<file path="src/rtl/rst_seq_pkg.sv">
// Shared types and default timing for the reset sequencer.
// Imported by rst_seq and by anything that integrates it.
package rst_seq_pkg;

    typedef enum logic [1:0] {
        HOLD,
        STEP,
        DONE
    } rst_seq_state_e;

    localparam int RST_SEQ_N_DOM    = 4;
    localparam int RST_SEQ_HOLD_CYC = 16;
    localparam int RST_SEQ_STEP_CYC = 8;

endpackage

</file>
<file path="src/rtl/rst_seq.sv">
// Ordered release of N_DOM domain resets after a hold period, with a
// soft-reset request/ack handshake that replays the whole sequence.
module rst_seq
    import rst_seq_pkg::*;
#(
    parameter int N_DOM    = RST_SEQ_N_DOM,
    parameter int HOLD_CYC = RST_SEQ_HOLD_CYC,
    parameter int STEP_CYC = RST_SEQ_STEP_CYC
) (
    input  logic             clk,
    input  logic             rst,
    input  logic             soft_rst_req,
    output logic             soft_rst_ack,
    output logic [N_DOM-1:0] dom_rst,
    output logic             seq_done,
    output logic             busy
);

    localparam int CNT_MAX = (HOLD_CYC > STEP_CYC) ? HOLD_CYC : STEP_CYC;
    localparam int CNT_W   = $clog2(CNT_MAX) + 1;
    localparam int IDX_W   = (N_DOM > 1) ? $clog2(N_DOM) : 1;

    localparam logic [CNT_W-1:0] HOLD_LAST = CNT_W'(HOLD_CYC - 1);
    localparam logic [CNT_W-1:0] STEP_LAST = CNT_W'(STEP_CYC - 1);

    rst_seq_state_e   state_q, state_d;
    logic [CNT_W-1:0] cnt_q, cnt_d;
    logic [IDX_W-1:0] idx_q, idx_d;
    logic [N_DOM-1:0] dom_q, dom_d;
    logic             done_q, done_d;
    logic             busy_q, busy_d;
    logic             ack_q, ack_d;
    logic             soft_q, soft_d;
    logic             last_rel;

    always_comb begin
        state_d  = state_q;
        cnt_d    = cnt_q;
        idx_d    = idx_q;
        dom_d    = dom_q;
        done_d   = done_q;
        busy_d   = busy_q;
        ack_d    = 1'b0;
        soft_d   = soft_q;
        last_rel = 1'b0;

        unique case (state_q)
            HOLD: begin
                cnt_d = cnt_q + 1'b1;
                if (cnt_q == HOLD_LAST) begin
                    cnt_d    = '0;
                    idx_d    = '0;
                    dom_d[0] = 1'b0;
                    state_d  = STEP;
                    last_rel = (N_DOM == 1);
                end
            end
            STEP: begin
                cnt_d = cnt_q + 1'b1;
                if (cnt_q == STEP_LAST) begin
                    cnt_d = '0;
                    idx_d = idx_q + 1'b1;
                    for (int k = 1; k < N_DOM; k++) begin
                        if (k == int'(idx_q) + 1) dom_d[k] = 1'b0;
                    end
                    last_rel = (int'(idx_q) == N_DOM - 2);
                end
            end
            DONE: begin
                // The ack cycle itself never accepts, so a held req
                // replays only if it is still high one cycle later.
                if (soft_rst_req && !ack_q) begin
                    state_d = HOLD;
                    cnt_d   = '0;
                    idx_d   = '0;
                    dom_d   = '1;
                    done_d  = 1'b0;
                    busy_d  = 1'b1;
                    soft_d  = 1'b1;
                end
            end
            default: state_d = HOLD;
        endcase

        if (last_rel) begin
            state_d = DONE;
            done_d  = 1'b1;
            busy_d  = 1'b0;
            ack_d   = soft_q;
            soft_d  = 1'b0;
        end
    end

    always_ff @(posedge clk) begin
        if (rst) begin
            state_q <= HOLD;
            cnt_q   <= '0;
            idx_q   <= '0;
            dom_q   <= '1;
            done_q  <= 1'b0;
            busy_q  <= 1'b1;
            ack_q   <= 1'b0;
            soft_q  <= 1'b0;
        end else begin
            state_q <= state_d;
            cnt_q   <= cnt_d;
            idx_q   <= idx_d;
            dom_q   <= dom_d;
            done_q  <= done_d;
            busy_q  <= busy_d;
            ack_q   <= ack_d;
            soft_q  <= soft_d;
        end
    end

    assign dom_rst      = dom_q;
    assign seq_done     = done_q;
    assign busy         = busy_q;
    assign soft_rst_ack = ack_q;

endmodule

</file>
<file path="config.mk">
export PLATFORM = sky130hd
export DESIGN_NAME = rst_seq
export DESIGN_NICKNAME = d
export VERILOG_FILES = /design/src/rtl/rst_seq_pkg.sv /design/src/rtl/rst_seq.sv
export SDC_FILE = /design/constraint.sdc
export NUM_CORES = 1
export LEC_CHECK = 0
export CORE_ASPECT_RATIO = 1.25
export CORE_MARGIN = 2
export CORE_UTILIZATION = 49
export DETAILED_ROUTE_END_ITERATION = 8
export PLACE_DENSITY = 0.78
export SYNTH_ARGS = -nofsm -noshare
export SYNTH_HDL_FRONTEND = slang
export SYNTH_SLANG_ARGS = --single-unit
export TNS_END_PERCENT = 100
</file>
<file path="constraint.sdc">
create_clock -name clk -period 1.7 [get_ports clk]
set_input_delay 0.34 -clock clk [delete_from_list [all_inputs] [get_ports clk]]
set_output_delay 0.34 -clock clk [all_outputs]
set_load 0.1 [all_outputs]
</file>
==> results.yml <==
cts:
  hold_buffers: 0
  cts_buffer_depth: 2
  numCtsBuffers: 3
  cts_max_level: 1
  cts.sinks: 17
  insertion_delay_ps: 300
  cts_tree: "done"
  cts.clk_slew.worst_paths_ps: 100
  ctsRootBufferMaster: "clkbuf_4"
yosys:
  synth_area_um2: 937
  yosysUniqueCellTypes: 28
  ys_seq_area_share_pct: 36.3
  syn_area_per_cell_um2: 8.44
  syn-num-nets: 124
  synthTopCellsByCount: "17 x dfxtp_1, 12 x inv_1, 10 x a21oi_1, 10 x ha_1, 10 x nor2_1"
  synth_edf_count: 0
  yosys_most_used_dff: "dfxtp_1"
  synth_area_leader_cell: "dfxtp_1"
  synthArstFlopShare_pct: 0
  synth-warning-count: 0
  yosysTopAreaCellShare_pct: 36.3
  ys_top_cells_by_area: "dfxtp_1 36%, ha_1 13%, a21oi_1 5.3%, mux2i_1 5.3%, inv_1 4.8%"
  syn_inst: 111
  ys_seq_elements: 17
  yosysMostFrequentCell: "dfxtp_1"
critical_path:
  cp.required_ps: 1940
  cp-start-kind: "flop"
  cp-end-kind: "flop"
  cpMaxStageDelayCell: "or4_4"
  cp.arrival_ps: 1990
  max_stage_delay_ps: 420
  cp_cell_sequence: "ha_4, buf_4, nand4bb_1, a221o_1, or4_4, a21oi_2"
  crit_type: "flop to flop"
  r2r_cells: 6
  worst-path-max-fanout: 4
power_and_ir_drop:
  p_leak_uw: 0.000565
  ir_drop_uv: 464
  power_density_nw_per_um2: 524
finish:
  n_antenna_cell: 0
  fin_area_um2: 1380
  areaGrowthSynthToFinish_pct: 47.4
  drive_gt1_share_pct: 35.7
  fillerInstances: 113
  final_nets: 154
drt:
  ant_nets: 0
  drt-total-wl_mm: 2.47
  vias: 905
  wl_per_cell_um: 15.5
  via_per_inst: 5.69
  drtIter0Drc: 23
  first_pass_iters: 6
  drc: 0
outcome:
  status: "finished with violations"
  violations: "negative setup slack"
sta:
  tightest_slew_ps: 380
  finClkSkew_ps: 5.66
  hold_viol_final: 0
  rsz0062_at_grt: "true"
  clock.fmax_ghz: 0.570
  drv_slew: 0
  max_slew_margin_pct: 74.7
  finalCritPeriodShare_pct: 103
  setup_viol: 2
  setup_slack_ps: -53.3
  min_period_ps: 1750
  worst_hold_slack_ps: 512
global_routing:
  grt_first_pass_wirelength_mm: 3.97
  grt_max_degree: 19
  use_met3_pct: 5.46
  antenna_found_initial: 0
  grt_pass1_vias: 908
  grt_overflow_total: 0
  grt_use_met2_pct: 39.6
  busiest_layer: "met2"
  grt_usage_pct: 23.3
  met1_usage_pct: 27.9
placement:
  placed_cell_area_um2: 1250
  dp_hpwl_mm: 1.69
  place_congestion: 0.906
  portBuffers: 9
worst_hold_path:
  hp-class: "flop to flop"
  hold_path_depth: 2
die:
  rows: 17
  initial_utilization_pct: 52.5
  dieWidth_um: 43.1
  chipHeight_um: 52.9
  die-area_um2: 2280
  core_area_um2: 1790
  boundaryPins: 10
job:
  max_cap_violations: 0
==> path summary, 6_finish.rpt <==
check | startpoint | end | slack, ps
min | soft_q | soft_q | 510
max reg2reg | cnt_q[1] | idx_q[0] | -50
max | cnt_q[1] | idx_q[0] | -50
min reg2reg | soft_q | soft_q | 510
==> cell families after synthesis <==
group | share of synthesized area (%)
adder cells (fa/ha/maj) | 13.4
buffers and inverters | 6.14
flip-flops | 36.3
AND/OR/NAND/NOR | 24.7
multiplexers | 5.34
AO/OA/AOI/OAI | 14.2
==> metrics by stage <==
stage	worst slack, ps	cells	setup TNS, ps	utilization (%)	total power (uW)
after global routing	-117	159	-335	77.3	757
after detailed placement	-166	152	-515	70.1	508
after floorplan	-16.6	111	-16.6	-	470
after global placement	-139	152	-339	70.1	504
after CTS	-29.6	159	-29.6	75.1	725
final	-53.3	159	-85.9	77.3	724
==> area by class of cell <==
class | instances | area (um2) | area share [%]
tap | 19 | 23.8 | 1.72
clock buffer | 3 | 22.5 | 1.63
inverter | 12 | 45.0 | 3.26
sequential | 17 | 352 | 25.5
clock inverter | 1 | 5.00 | 0.362
multi-input combinational | 79 | 631 | 45.7
timing repair buffer | 28 | 303 | 21.9
==> critical path: cells and delay by family, from the launching register on <==
family	cells	cell delay (ps)
buffers and inverters	1	120
AOI/OAI and AO/OA	2	470
adders and majority gates	1	150
DFF	1	370
and+or+nand+nor	2	580
==> placed cells by master, fill, tap and decap left out, types with 3 or more instances in the layout <==
master | synthesis | layout
buf_4 | 0 | 19
dfxtp_1 | 17 | 12
inv_1 | 12 | 11
nor2_1 | 10 | 10
a21oi_1 | 10 | 9
nand2_1 | 7 | 7
buf_12 | 0 | 7
ha_1 | 10 | 6
mux2i_1 | 5 | 5
nor3_1 | 5 | 5
nand3_1 | 5 | 4
nor2b_1 | 4 | 3
ha_4 | 0 | 3
clkbuf_4 | 0 | 3
dfxtp_2 | 0 | 3
==> report_power, final <==
group | switching (uW) | internal (uW) | leakage, uW | total, uW
combinational | 47.3 | 42.9 | 0.000407 | 90.2
clock | 132 | 87.8 | 0.0000177 | 220
sequential | 9.21 | 404 | 0.000141 | 413
total | 189 | 535 | 0.000565 | 724
==> state kept, by name, summed over array words and instances, names as in the netlist <==
signal        count
soft_q            1
dom_rst           4
busy              1
seq_done          1
state_q           2
soft_rst_ack      1
cnt_q             5
idx_q             2
==> timing repair <==
action / CTS / global route
endpoints found under the setup margin: 3 / 10
gates resized for setup: 7 / 11
buffers inserted: 3 / 0
pin swaps: 1 / 3
==> per-layer routing <==
layer / wire, um / vias up
met3: 109 / 11
met5: 0 / -
met1: 959 / 417
li1: - / 445
met2: 1330 / 32
met4: 66 / 0
(Power assumes the default switching activity.)
